$ cat config.mk
export PLATFORM = sky130hd
export DESIGN_NAME = mem_arbiter
export DESIGN_NICKNAME = d
export VERILOG_FILES = /design/src/rtl/mem_arbiter_pkg.sv /design/src/rtl/mem_arb_slot.sv /design/src/rtl/mem_arbiter.sv
export SDC_FILE = /design/constraint.sdc
export NUM_CORES = 1
export LEC_CHECK = 0
export BUFFER_PORTS_ARGS = -buffer_cell sky130_fd_sc_hd__buf_4
export CAP_MARGIN = 10
export CORE_AREA = 2 2 145 147
export DETAILED_ROUTE_END_ITERATION = 8
export DIE_AREA = 0 0 147 149
export PLACE_DENSITY_LB_ADDON = 0.05
export SETUP_SLACK_MARGIN = 0.5
export SLEW_MARGIN = 20
export SYNTH_ARGS = -nofsm -noshare
export SYNTH_HDL_FRONTEND = slang
export SYNTH_SLANG_ARGS = --single-unit
$ cat constraint.sdc
create_clock -name clk -period 2.3 [get_ports clk]
set_input_delay 0.23 -clock clk [delete_from_list [all_inputs] [get_ports clk]]
set_output_delay 0.23 -clock clk [all_outputs]
set_load 0.1 [all_outputs]
$ cat src/rtl/mem_arbiter_pkg.sv
// Shared types for the RAM port arbiter: FSM state encoding, byte-enable bus
// and the byte-enable rule for RAM requests.
package mem_arbiter_pkg;

  typedef enum logic [1:0] {
    MEM_ARB_IDLE      = 2'd0,
    MEM_ARB_GRANT_IF  = 2'd1,
    MEM_ARB_GRANT_MEM = 2'd2
  } mem_arb_state_e;

  typedef logic [3:0] mem_sel_t;

  localparam mem_sel_t MEM_SEL_ALL = 4'b1111;

  // Reads always fetch the whole word; writes pass the requester's enables.
  function automatic mem_sel_t ram_sel_for(input logic we, input mem_sel_t sel);
    return we ? sel : MEM_SEL_ALL;
  endfunction

endpackage

$ cat src/rtl/mem_arb_slot.sv
// One-deep pending slot: captures a request when ce=1 and the slot is free,
// holds it until the arbiter clears it on the RAM acknowledge.
module mem_arb_slot
  import mem_arbiter_pkg::*;
#(
  parameter int ADDR_W = 32,
  parameter int DATA_W = 32
) (
  input  logic              clk,
  input  logic              rst,
  input  logic              ce,
  input  logic              we,
  input  logic [ADDR_W-1:0] addr,
  input  mem_sel_t          sel,
  input  logic [DATA_W-1:0] wdata,
  input  logic              clear,
  output logic              busy,
  output logic              capture,
  output logic              view_we,
  output logic [ADDR_W-1:0] view_addr,
  output mem_sel_t          view_sel,
  output logic [DATA_W-1:0] view_wdata
);

  logic              we_q;
  logic [ADDR_W-1:0] addr_q;
  mem_sel_t          sel_q;
  logic [DATA_W-1:0] wdata_q;

  assign capture = ce & ~busy;

  always_ff @(posedge clk or negedge rst) begin
    if (!rst) begin
      busy    <= 1'b0;
      we_q    <= 1'b0;
      addr_q  <= '0;
      sel_q   <= '0;
      wdata_q <= '0;
    end else if (capture) begin
      busy    <= 1'b1;
      we_q    <= we;
      addr_q  <= addr;
      sel_q   <= sel;
      wdata_q <= wdata;
    end else if (clear) begin
      busy    <= 1'b0;
    end
  end

  // Held fields while pending, otherwise the request being captured this cycle.
  assign view_we    = busy ? we_q    : we;
  assign view_addr  = busy ? addr_q  : addr;
  assign view_sel   = busy ? sel_q   : sel;
  assign view_wdata = busy ? wdata_q : wdata;

endmodule

$ cat src/rtl/mem_arbiter.sv
// Arbitrates the single RAM port between instruction fetch (IF) and the memory
// stage (MEM). Define MEM_ARB_RR_EN for round-robin between pending reads.
module mem_arbiter
  import mem_arbiter_pkg::*;
#(
  parameter int ADDR_W = 32,
  parameter int DATA_W = 32
) (
  input  logic              clk,
  input  logic              rst,
  input  logic              if_ce,
  input  logic [ADDR_W-1:0] if_addr,
  output logic              if_busy,
  output logic              if_done,
  output logic [DATA_W-1:0] if_rdata,
  input  logic              mem_ce,
  input  logic              mem_we,
  input  logic [ADDR_W-1:0] mem_addr,
  input  mem_sel_t          mem_sel,
  input  logic [DATA_W-1:0] mem_wdata,
  output logic              mem_busy,
  output logic              mem_done,
  output logic [DATA_W-1:0] mem_rdata,
  output logic              ram_req,
  output logic              ram_we,
  output logic [ADDR_W-1:0] ram_addr,
  output mem_sel_t          ram_sel,
  output logic [DATA_W-1:0] ram_wdata,
  input  logic              ram_ack,
  input  logic [DATA_W-1:0] ram_rdata
);

  localparam logic [ADDR_W-1:0] WORD_MASK = ~ADDR_W'(3);

  // Valid/ready: a port's request transfers in any cycle with ce=1 and busy=0;
  // the RAM side holds ram_req and its fields stable until a one-cycle ram_ack.
  mem_arb_state_e    state;

  logic              if_cap, if_clear, if_view_we;
  logic [ADDR_W-1:0] if_view_addr;
  mem_sel_t          if_view_sel;
  logic [DATA_W-1:0] if_view_wdata;

  logic              mem_cap, mem_clear, mem_view_we;
  logic [ADDR_W-1:0] mem_view_addr;
  mem_sel_t          mem_view_sel;
  logic [DATA_W-1:0] mem_view_wdata;

  logic              if_any, mem_any, go, pick_mem;

  assign if_clear  = (state == MEM_ARB_GRANT_IF)  & ram_ack;
  assign mem_clear = (state == MEM_ARB_GRANT_MEM) & ram_ack;

  mem_arb_slot #(.ADDR_W(ADDR_W), .DATA_W(DATA_W)) u_if_slot (
    .clk        (clk),
    .rst        (rst),
    .ce         (if_ce),
    .we         (1'b0),
    .addr       (if_addr & WORD_MASK),
    .sel        (MEM_SEL_ALL),
    .wdata      ('0),
    .clear      (if_clear),
    .busy       (if_busy),
    .capture    (if_cap),
    .view_we    (if_view_we),
    .view_addr  (if_view_addr),
    .view_sel   (if_view_sel),
    .view_wdata (if_view_wdata)
  );

  mem_arb_slot #(.ADDR_W(ADDR_W), .DATA_W(DATA_W)) u_mem_slot (
    .clk        (clk),
    .rst        (rst),
    .ce         (mem_ce),
    .we         (mem_we),
    .addr       (mem_addr),
    .sel        (mem_sel),
    .wdata      (mem_wdata),
    .clear      (mem_clear),
    .busy       (mem_busy),
    .capture    (mem_cap),
    .view_we    (mem_view_we),
    .view_addr  (mem_view_addr),
    .view_sel   (mem_view_sel),
    .view_wdata (mem_view_wdata)
  );

`ifdef MEM_ARB_RR_EN
  logic last_mem;

  always_ff @(posedge clk or negedge rst) begin
    if (!rst) begin
      last_mem <= 1'b0;
    end else if (go) begin
      last_mem <= pick_mem;
    end
  end
`endif

  // From IDLE a same-cycle capture can be granted at once; on an ack only
  // requests already held in a slot are eligible.
  always_comb begin
    if_any   = if_busy | if_cap;
    mem_any  = mem_busy | mem_cap;
    go       = 1'b0;
    pick_mem = 1'b0;
    case (state)
      MEM_ARB_IDLE: begin
        go = if_any | mem_any;
`ifdef MEM_ARB_RR_EN
        pick_mem = mem_any & (~if_any | mem_view_we | ~last_mem);
`else
        pick_mem = mem_any;
`endif
      end
      MEM_ARB_GRANT_IF: begin
        go       = ram_ack & mem_busy;
        pick_mem = 1'b1;
      end
      MEM_ARB_GRANT_MEM: begin
        go       = ram_ack & if_busy;
        pick_mem = 1'b0;
      end
      default: begin
        go       = 1'b0;
        pick_mem = 1'b0;
      end
    endcase
  end

  always_ff @(posedge clk or negedge rst) begin
    if (!rst) begin
      state     <= MEM_ARB_IDLE;
      ram_req   <= 1'b0;
      ram_we    <= 1'b0;
      ram_addr  <= '0;
      ram_sel   <= '0;
      ram_wdata <= '0;
      if_done   <= 1'b0;
      if_rdata  <= '0;
      mem_done  <= 1'b0;
      mem_rdata <= '0;
    end else begin
      if_done  <= if_clear;
      mem_done <= mem_clear;
      if (if_clear) begin
        if_rdata <= ram_rdata;
      end
      if (mem_clear && !ram_we) begin
        mem_rdata <= ram_rdata;
      end
      if (go) begin
        state     <= pick_mem ? MEM_ARB_GRANT_MEM : MEM_ARB_GRANT_IF;
        ram_req   <= 1'b1;
        ram_we    <= pick_mem ? mem_view_we : if_view_we;
        ram_addr  <= pick_mem ? mem_view_addr : if_view_addr;
        ram_sel   <= pick_mem ? ram_sel_for(mem_view_we, mem_view_sel)
                              : ram_sel_for(if_view_we, if_view_sel);
        ram_wdata <= pick_mem ? mem_view_wdata : if_view_wdata;
      end else if (state != MEM_ARB_IDLE && ram_ack) begin
        state   <= MEM_ARB_IDLE;
        ram_req <= 1'b0;
      end
    end
  end

endmodule

After elaboration in Yosys (flattened, before gate mapping):

Index checks and enable logic that the tools add are counted.

* RAM bits: 0
* bits in read-only memories: 0
* latch bits: 0
* logic and storage cells: 59
* flip-flop bits (word level): 239
* output and inout port bits: 138
* memories: 0
* input bits: 138

* $mul: 0
* equal/unequal tests: 2
* divide/modulo/power cells: 0
* shifts and indexed selects: 0
* bitwise logic cells: 11
* order comparisons: 0
* reduce and logical (&&, ||, !) cells: 8
* add/sub/neg operators: 0
* multiplexer cells: 21

Operators by type and width (number)
* two-way mux 32 bit: 5
* two-way mux 4 bit: 3
* two-way mux 1 bit: 8
* nonzero test 2 bit: 4
* AND 1 bit: 6
* two-way mux 2 bit: 3
* OR 1 bit: 3
* one-hot mux 1 bit (3 select lines): 1
* equality test 2 x 1 -> 1 bit, second input constant: 1
* equality test 2 bit, second input constant: 1
* logical AND 1 bit: 2
* logical NOT 2 bit: 1
* NOT 1 bit: 2
* one-hot mux 1 bit (2 select lines): 1
* logical NOT 1 bit: 1

Logic depth before layout (Yosys ltp):

Gate-level depths: netlist of the first run.

* word-level depth: 6
* gate-level depth with buffers: 8
* depth with buffers taken out: 6

By module:

Synthesis of the first run repeated with hierarchy kept, for this count alone.

* cells, all modules: 850
* area, all modules: 13276.5 um^2

Modules (own cells, without submodules)
* mem_arb_slot: times used 2, seq. area each 1751.7 um^2, area an instance 3465.8 um^2, cells an instance 228
* mem_arbiter: times used 1, seq. area each 3453.3 um^2, area an instance 6344.8 um^2, cells an instance 394

Least setup slack after synthesis of the first run:

No wires, ideal clock.

* path type: register to register
* start point: reg u_mem_slot.busy
* end point: reg ram_sel[0]
* setup slack: -118 ps
* cell stages (with the launch flop): 7
* arrival: 2290 ps
* setup time: 128 ps
* period minus slack after synthesis: 2418 ps
* path through: dfrtp_1 > buf_2 > buf_2 > buf_2 > mux2i_1 > nand2_1 > mux2_1

* cells in the longest elaborated chain, start to end: 5
* elaborated cells on any way between the ends: 11

Ends and longest elaborated chain
* start: declaration: RTL line mem_arb_slot.sv:17 `output logic busy,`
* start signal: assignment: RTL line mem_arb_slot.sv:34 `busy <= 1'b0;`
* start signal: assignment: RTL line mem_arb_slot.sv:40 `busy <= 1'b1;`
* start signal: assignment: RTL line mem_arb_slot.sv:46 `busy <= 1'b0;`
* NOT 1 bit: RTL line mem_arb_slot.sv:30 `assign capture = ce & ~busy;`
* AND 1 bit: RTL line mem_arb_slot.sv:30
* OR 1 bit: RTL line mem_arbiter.sv:104 `mem_any = mem_busy | mem_cap;`
* OR 1 bit or one-hot mux 1 bit (2 select lines) (tied branches): RTL line mem_arbiter.sv:109, mem_arbiter.sv:107
* one-hot mux 1 bit (3 select lines) or two-way mux 4 bit (tied branches): RTL line mem_arbiter.sv:107, mem_arbiter.sv:157
* end signal: assignment: RTL line mem_arbiter.sv:157 `ram_sel <= pick_mem ? ram_sel_for(mem_view_we, mem_view_sel)`
* end: declaration: RTL line mem_arbiter.sv:27 `output mem_sel_t ram_sel,`

Parallel ways exist; a longest one is shown, timed or not.
A chain may end at the register's enable or synchronous reset.

Worst setup path in the final report of the first run:

* start point: reg u_mem_slot.busy
* end point: reg ram_addr[20]

* cells in the longest elaborated chain, start to end: 5
* elaborated cells on any way between the ends: 9

Ends and longest elaborated chain
* NOT 1 bit: RTL line mem_arb_slot.sv:30
* AND 1 bit: RTL line mem_arb_slot.sv:30
* OR 1 bit: RTL line mem_arbiter.sv:104
* OR 1 bit or one-hot mux 1 bit (2 select lines) (tied branches): RTL line mem_arbiter.sv:109, mem_arbiter.sv:107
* one-hot mux 1 bit (3 select lines) or two-way mux 32 bit (tied branches): RTL line mem_arbiter.sv:107, mem_arbiter.sv:156
* end signal: assignment: RTL line mem_arbiter.sv:156 `ram_addr <= pick_mem ? mem_view_addr : if_view_addr;`
* end: declaration: RTL line mem_arbiter.sv:26 `output logic [ADDR_W-1:0] ram_addr,`

Parallel ways exist; a longest one is shown, timed or not.

==> qor.log, run 1 <==
INFO  global_routing grt_pass1_vias=8010
INFO  logic_synthesis post_synth_main_area_contributors=sky130_fd_sc_hd__dfrtp_1 (57%), sky130_fd_sc_hd__mux2_1 (20%), sky130_fd_sc_hd__mux2i_1 (12%)
INFO  drt            antenna_violating_nets_remaining=0
INFO  drt            dr.first_iter.drc_count=222
INFO  logic_synthesis synth_area_leader_cell=sky130_fd_sc_hd__dfrtp_1
INFO  global_routing global_route.usage.total=25.0%
INFO  logic_synthesis synth_top_cell_area_share=56.7%
INFO  floorplanning  floorplan.die_area=0.0219mm^2
INFO  drt            drt_drc_violations_left=0
INFO  timing         final_slew_violations=0
INFO  timing         post_layout_minimum_cycle_time=1.92ns
INFO  drt            post_drt_wl_per_cell=19.7um
INFO  clock_network  clock_insertion_delay_worst_skew=0.53ns
INFO  logic_synthesis synthesized_nets=856
INFO  logic_synthesis synth_edf_count=0
INFO  placement      port-buffer-count=273
INFO  worst_setup_path critical_path_peak_fanout=8
INFO  worst_setup_path worst-endpoint-arrival=2.32ns
INFO  clock_network  cts.clk_slew.worst_paths=0.06ns
INFO  timing         setup_total_negative_slack=0ns
INFO  timing         setup_violators_final=0
INFO  global_routing number_of_antenna_violations_at_the_first_check_in_global_routing=0
INFO  timing         final_hold_viols=0
INFO  timing         timing.final.crit_share=83.5%
INFO  clock_network  tritoncts=yes
INFO  logic_synthesis syn-mean-instance-area=14.8um^2
INFO  hold_path      hold_class=in2reg
INFO  logic_synthesis ys_seq_elements=239
INFO  worst_setup_path critical-path-top-delay-family=flip-flops
INFO  worst_setup_path cp_slowest_stage_delay=0.51ns
INFO  floorplanning  core_area=0.0206mm^2
INFO  run            drv.max_cap_violation_count=0
INFO  worst_setup_path critical_path_buf_inv_count=2
INFO  worst_setup_path timing_worst_setup_path_type=reg2reg
INFO  clock_network  clock-sinks=239
INFO  floorplanning  die_width=147um
INFO  layout         layout_cell_share_with_drive_strength_beyond_1=40.8%
INFO  worst_setup_path cp.required=2.70ns
INFO  floorplanning  die_h=149um
INFO  placement      dp_hpwl=17600um
INFO  drt            post_drt_via_cell_ratio=5.18
INFO  global_routing first_pass_grt_wire_length=43300um
INFO  logic_synthesis yosys.cell_types.count=26
INFO  global_routing grt_max_degree=79
INFO  timing         max_freq=521MHz
INFO  logic_synthesis primary_flip_flop_cell_chosen_by_synthesis_mapping=sky130_fd_sc_hd__dfrtp_1
INFO  logic_synthesis post_synth_inst_count=714
INFO  drt            drt-pass1-iter-count=4
INFO  logic_synthesis synth_top_cells_by_count=sky130_fd_sc_hd__dfrtp_1 (239), sky130_fd_sc_hd__mux2_1 (187), sky130_fd_sc_hd__mux2i_1 (131)
INFO  logic_synthesis synthArstFlopShare=100%
INFO  outcome        result_of_the_run=finished, final reports clean
INFO  clock_network  cts-htree-levels=1
INFO  logic_synthesis netlist_area=0.0105mm^2
INFO  floorplanning  io_pins=276
INFO  floorplanning  initial_utilization=51.3%
INFO  logic_synthesis count_leader_synth=sky130_fd_sc_hd__dfrtp_1
INFO  clock_network  cts-root-to-sink-buffers=3
INFO  worst_setup_path cpMaxStageDelayCell=sky130_fd_sc_hd__dfrtp_4
INFO  placement      routabilityCongestion=0.792
INFO  logic_synthesis ys_warn_count=0
INFO  floorplanning  placement_row_count=53
INFO  layout         final_nets=1286
INFO  drt            route.vias.total=7435
INFO  clock_network  cts_root_buf=sky130_fd_sc_hd__clkbuf_16
INFO  logic_synthesis synth.yosys.seq_area_share=56.7%
INFO  clock_network  tritoncts_buffer_count=26
INFO  drt            wirelength=28300um
INFO  global_routing globalRoute.totalOverflow=0
INFO  layout         syn2layout_area_growth=50.6%
INFO  layout         antenna_cells_inserted=0
INFO  timing         maxSlewHeadroom=60.2%
INFO  timing         timing_worst_slew_pin_value=0.598ns
INFO  timing         fin_skew=0.0176ns
INFO  worst_setup_path cp-start-kind=register
INFO  worst_setup_path path_cells=or2_4 -> o31ai_4 -> a21o_4 -> buf_12 -> buf_16 -> mux2_4
INFO  timing         rsz0062_at_grt=yes
INFO  worst_setup_path reg2reg_setup_slack=0.38ns
INFO  worst_setup_path timing.critical_path.to_type=register
[kinds of logic (layout without fill, tap and decap cells)]
logic type | count (synthesis) | count (layout) | synth area share, %
multiplexers | 364 | 364 | 37.4
flip-flops | 239 | 239 | 56.7
AND/OR/NAND/NOR | 51 | 52 | 1.97
buffers and inverters | 49 | 495 | 2.93
AO/OA/AOI/OAI | 7 | 7 | 0.439
adder cells (fa/ha/maj) | 4 | 4 | 0.475
[through the flow]
step                      setup slack (ns)  area [um^2]  cells  util, %  hold slack, ns
after floorplan                      0.326        10700    714        -         -0.0656
after global placement               0.257        13000   1237     63.4           0.233
after detailed placement             0.196        13000   1237     63.4           0.242
after CTS                            0.383        15600   1430     76.0         0.00791
after global routing                 0.340        15900   1436     77.2          0.0212
final                                0.380        15900   1436     77.2          0.0247
[what timing repair did]
item / in CTS / in global routing
buffers inserted: 9 / 3
pin swaps: 1 / 3
cloned: 7 / 3
resized for setup: 40 / 38
hold buffers: 132 / 0
endpoints found under the setup margin: 116 / 98
endpoints found under the hold margin: 236 / 0
[per-layer routing]
metal	wire [um]	track usage, %	vias up
met5	0	0	-
met1	11700	31.0	3758
met4	654	7.74	0
met3	1800	5.66	46
li1	-	-	3400
met2	14100	43.9	231
[layout make-up]
| cell class | instances | area [um^2] |
|---|---|---|
| Clock buffer | 35 | 766 |
| Clock inverter | 10 | 78.8 |
| Fill cell | 1229 | 4690 |
| Inverter | 5 | 18.8 |
| Multi-Input combinational cell | 427 | 4570 |
| Sequential cell | 239 | 5990 |
| Tap cell | 275 | 344 |
| Timing Repair Buffer | 445 | 4110 |
[cell usage in the layout, fill, tap and decap left out, types with 3 or more instances in the layout]
master	instances
sky130_fd_sc_hd__buf_4	280
sky130_fd_sc_hd__buf_12	14
sky130_fd_sc_hd__nand2_1	9
sky130_fd_sc_hd__mux2_1	132
sky130_fd_sc_hd__inv_1	3
sky130_fd_sc_hd__mux2_4	65
sky130_fd_sc_hd__nor2_1	35
sky130_fd_sc_hd__dlygate4sd3_1	132
sky130_fd_sc_hd__buf_6	5
sky130_fd_sc_hd__clkinv_2	8
sky130_fd_sc_hd__mux2_2	36
sky130_fd_sc_hd__clkbuf_16	30
sky130_fd_sc_hd__dfrtp_1	235
sky130_fd_sc_hd__clkbuf_8	6
sky130_fd_sc_hd__buf_8	3
sky130_fd_sc_hd__mux2i_1	131
sky130_fd_sc_hd__buf_16	7
[path summary, 6_finish.rpt]
path | start | endpoint | cells past startpoint
worst min register to register | ram_req$_DFFE_PN0P_ | ram_req$_DFFE_PN0P_ | 2
worst max-delay path | u_mem_slot.busy$_DFFE_PN0P_ | ram_addr[20]$_DFFE_PN0P_ | 6
worst min-delay path | if_ce | u_if_slot.busy$_DFFE_PN0P_ | 3
worst max register to register | u_mem_slot.busy$_DFFE_PN0P_ | ram_addr[20]$_DFFE_PN0P_ | 6
max in group asynchronous | rst | u_if_slot.busy$_DFFE_PN0P_ | 3
min in group asynchronous | rst | if_rdata[10]$_DFFE_PN0P_ | 2
[tightest hold or removal path, delay by kind of cell]
kind / cells / cell delay (ns)
AOI/OAI and AO/OA: 1 / 0.10
buffers and inverters: 1 / 0.11
and+or+nand+nor: 1 / 0.04
[sequential cells by signal (all words and copies together) (netlist names), 2 cells and up]
signal              count
u_mem_slot.addr_q      32
u_mem_slot.sel_q        4
ram_wdata              32
ram_addr               32
u_mem_slot.wdata_q     32
u_if_slot.addr_q       30
if_rdata               32
mem_rdata              32
state                   2
ram_sel                 4
Power of run 1 is left out: the tool's default activity adds up to more than one toggle a clock period on the data nets, which glitch-free logic cannot reach.
==> run 2: changes to the inputs <==
Settings changed: CORE_AREA 2 2 145 147 to 2 2 152 154, DIE_AREA 0 0 147 149 to 0 0 154 156.
Clock period 2.3 ns to 1.7 ns, I/O delays scaled along.
==> qor.log, run 2 (same netlist as run 1, synthesis figures left out) <==
INFO  outcome        result_of_the_run=complete, but fails checks
INFO  outcome        violations_in_the_final_reports=setup timing
INFO  clock_network  cts-root-to-sink-buffers=3 [unchanged]
INFO  clock_network  cts-htree-levels=1 [unchanged]
INFO  worst_setup_path path_cells=or2_4 -> o31ai_4 -> a21o_4 -> buf_12 -> mux2_1
INFO  drt            wirelength=40000um [+42%]
INFO  clock_network  clock_insertion_delay_worst_skew=0.53ns [about the same]
INFO  drt            drt-pass1-iter-count=4 [unchanged]
INFO  worst_setup_path worst_r2r_path_depth=5 [-1]
INFO  placement      dp_hpwl=17900um [+1.8%]
INFO  layout         most-common-layout-cells=sky130_fd_sc_hd__buf_4 (228), sky130_fd_sc_hd__dfrtp_1 (218), sky130_fd_sc_hd__mux2_4 (210)
INFO  drt            post_drt_wl_per_cell=25.6um [+30%]
INFO  drt            post_drt_via_cell_ratio=5.38 [+3.9%]
INFO  clock_network  cts.clk_slew.worst_paths=0.06ns [about the same]
INFO  layout         postLayoutCellArea=0.0195mm^2 [+23%]
INFO  drt            dr.first_iter.drc_count=339 [+53%]
INFO  global_routing grt_pass1_vias=8581 [+7.1%]
INFO  timing         final_slew_violations=0 [unchanged]
INFO  clock_network  cts_root_buf=sky130_fd_sc_hd__clkbuf_16
INFO  floorplanning  core_area=0.0224mm^2 [+8.8%]
INFO  worst_setup_path cpMaxStageDelayCell=sky130_fd_sc_hd__dfrtp_4
INFO  drt            route.vias.total=8405 [+13%]
INFO  worst_setup_path critical-path-top-delay-family=compound AO/OA/AOI/OAI gates
INFO  timing         rsz0062_at_grt=yes
INFO  layout         layout_cell_share_with_drive_strength_beyond_1=57.2% [+16 points]
INFO  floorplanning  floorplan.die_area=0.0240mm^2 [+9.7%]
INFO  timing         timing.final.ws_setup=-0.254ns [-0.634 ns]
INFO  floorplanning  placement_row_count=55 [+3.8%]
INFO  worst_setup_path path_depth=5 [-1]
INFO  drt            antenna_violating_nets_remaining=0 [unchanged]
INFO  global_routing grt_max_degree=62 [-22%]
INFO  global_routing first_pass_grt_wire_length=49100um [+13%]
INFO  layout         final_common_cell=sky130_fd_sc_hd__buf_4
INFO  global_routing globalRoute.totalOverflow=0 [unchanged]
INFO  hold_path      whs_path_depth=4 [+1]
INFO  clock_network  tritoncts=yes
INFO  worst_setup_path timing_worst_setup_path_type=reg2reg
INFO  timing         timing_worst_slew_pin_value=0.548ns [-0.0499 ns]
INFO  timing         max_freq=512MHz [-1.7%]
INFO  timing         setup_violators_final=140 [+140]
INFO  timing         timing.final.crit_share=115% [+31 points]
INFO  global_routing global_route.usage.total=26.0% [+1.0 points]
INFO  run            drv.max_cap_violation_count=0 [unchanged]
INFO  placement      port-buffer-count=273 [unchanged]
INFO  worst_setup_path cp_slowest_stage_delay=0.50ns [about the same]
INFO  worst_setup_path critical_path_peak_fanout=12 [+4]
INFO  global_routing number_of_antenna_violations_at_the_first_check_in_global_routing=2 [+2]
INFO  timing         post_layout_minimum_cycle_time=1.95ns [+0.0339 ns]
INFO  worst_setup_path cp-start-kind=register
INFO  timing         final_hold_viols=0 [unchanged]
INFO  timing         fin_skew=0.00815ns [-0.00942 ns]
INFO  timing         maxSlewHeadroom=63.5% [+3.3 points]
INFO  worst_setup_path timing.critical_path.to_type=register
INFO  worst_setup_path critical_path_buf_inv_count=1 [-1]
INFO  clock_network  tritoncts_buffer_count=26 [unchanged]
INFO  global_routing grtUsageMet2=45.9% [+2.0 points]
INFO  layout         final_nets=1398 [+8.7%]
INFO  worst_setup_path worst-endpoint-arrival=2.35ns [+0.03 ns]
INFO  layout         syn2layout_area_growth=85.0%
INFO  global_routing top_usage_layer=met2
INFO  worst_setup_path cp.required=2.10ns [-0.60 ns]
INFO  global_routing grt_util_met1=32.8% [+1.8 points]
INFO  floorplanning  io_pins=276 [unchanged]
INFO  hold_path      hold_class=in2reg
INFO  placement      routabilityCongestion=0.786 [-0.78%]
INFO  global_routing groute.layer.met3.usage=5.17% [-0.49 points]
INFO  floorplanning  initial_utilization=47.1% [-4.1 points]
INFO  clock_network  clock-sinks=239 [unchanged]
INFO  floorplanning  die_width=154um [+4.8%]
INFO  placement      placedInstanceArea=0.0135mm^2 [+3.8%]
INFO  drt            drt_drc_violations_left=0 [unchanged]
INFO  floorplanning  die_h=156um [+4.7%]
run 2: cell count changes in the layout (fill, tap and decap cells not counted), moves of 7 or more:
cell / delta
sky130_fd_sc_hd__mux2_4: +145
sky130_fd_sc_hd__buf_12: +130
sky130_fd_sc_hd__mux2_1: -117
sky130_fd_sc_hd__buf_4: -52
sky130_fd_sc_hd__mux2_2: -28
sky130_fd_sc_hd__dfrtp_1: -17
sky130_fd_sc_hd__dfrtp_2: +16
sky130_fd_sc_hd__buf_16: +11
sky130_fd_sc_hd__nor2_1: -10
sky130_fd_sc_hd__buf_6: +9
sky130_fd_sc_hd__clkbuf_1: +7
run 2: layout make-up:
class | count | area, um^2
Timing Repair Buffer | 554 | 6940
Sequential cell | 239 | 6010
Multi-Input combinational cell | 430 | 5270
Fill cell | 915 | 2870
Clock buffer | 43 | 806
Tap cell | 285 | 357
Clock inverter | 5 | 75.1
Inverter | 5 | 31.3
Antenna cell | 2 | 5.00
run 2: repair_timing:
| item | 4_1_cts | 5_1_grt |
|---|---|---|
| endpoints found under the hold margin | 241 | 0 |
| hold buffers | 133 | 0 |
| gates resized for setup | 135 | 434 |
| cloned | 17 | 16 |
| setup endpoints to repair | 375 | 375 |
| buffers inserted | 28 | 54 |
| pin swaps | 5 | 6 |
run 2: metrics by stage:
step | setup TNS [ns] | util [%] | hold slack [ns] | std cells | setup WS [ns]
final | -16.83 | 87.2 | 0.150 | 1563 | -0.254
after global routing | -21.87 | 87.2 | 0.181 | 1563 | -0.297
after CTS | -12.65 | 75.9 | 0.0368 | 1491 | -0.187
after detailed placement | -22.01 | 60.5 | 0.152 | 1265 | -0.201
after global placement | -18.81 | 60.5 | 0.146 | 1265 | -0.159
after floorplan | -19.10 | - | -0.126 | 714 | -0.274
run 2: worst paths after layout:
kind	from	endpoint	slack, ns
worst max-delay path	u_mem_slot.busy$_DFFE_PN0P_	ram_wdata[3]$_DFFE_PN0P_	-0.25
worst min-delay path	mem_ce	u_mem_slot.busy$_DFFE_PN0P_	0.15
worst max register to register	u_mem_slot.busy$_DFFE_PN0P_	ram_wdata[3]$_DFFE_PN0P_	-0.25
worst min register to register	ram_wdata[24]$_DFFE_PN0P_	ram_wdata[24]$_DFFE_PN0P_	0.50
max in group asynchronous	rst	ram_addr[19]$_DFFE_PN0P_	0.81
min in group asynchronous	rst	mem_rdata[10]$_DFFE_PN0P_	0.17
run 2: metal layers:
layer  share of wire, %  vias to the layer above
li1                   -                     3640
met1                 39                     4301
met2                 51                      353
met3                6.2                      111
met4                4.4                        0
met5                  0                        -
run 2: worst register-to-register path: cells and delay by family (launching register included):
kind | cells | cell delay [ns]
AO/OA/AOI/OAI | 2 | 0.52
flip-flops | 1 | 0.50
multiplexers | 1 | 0.37
AND/OR/NAND/NOR | 1 | 0.27
buffers and inverters | 1 | 0.18
Power of run 2 is left out for the same reason.
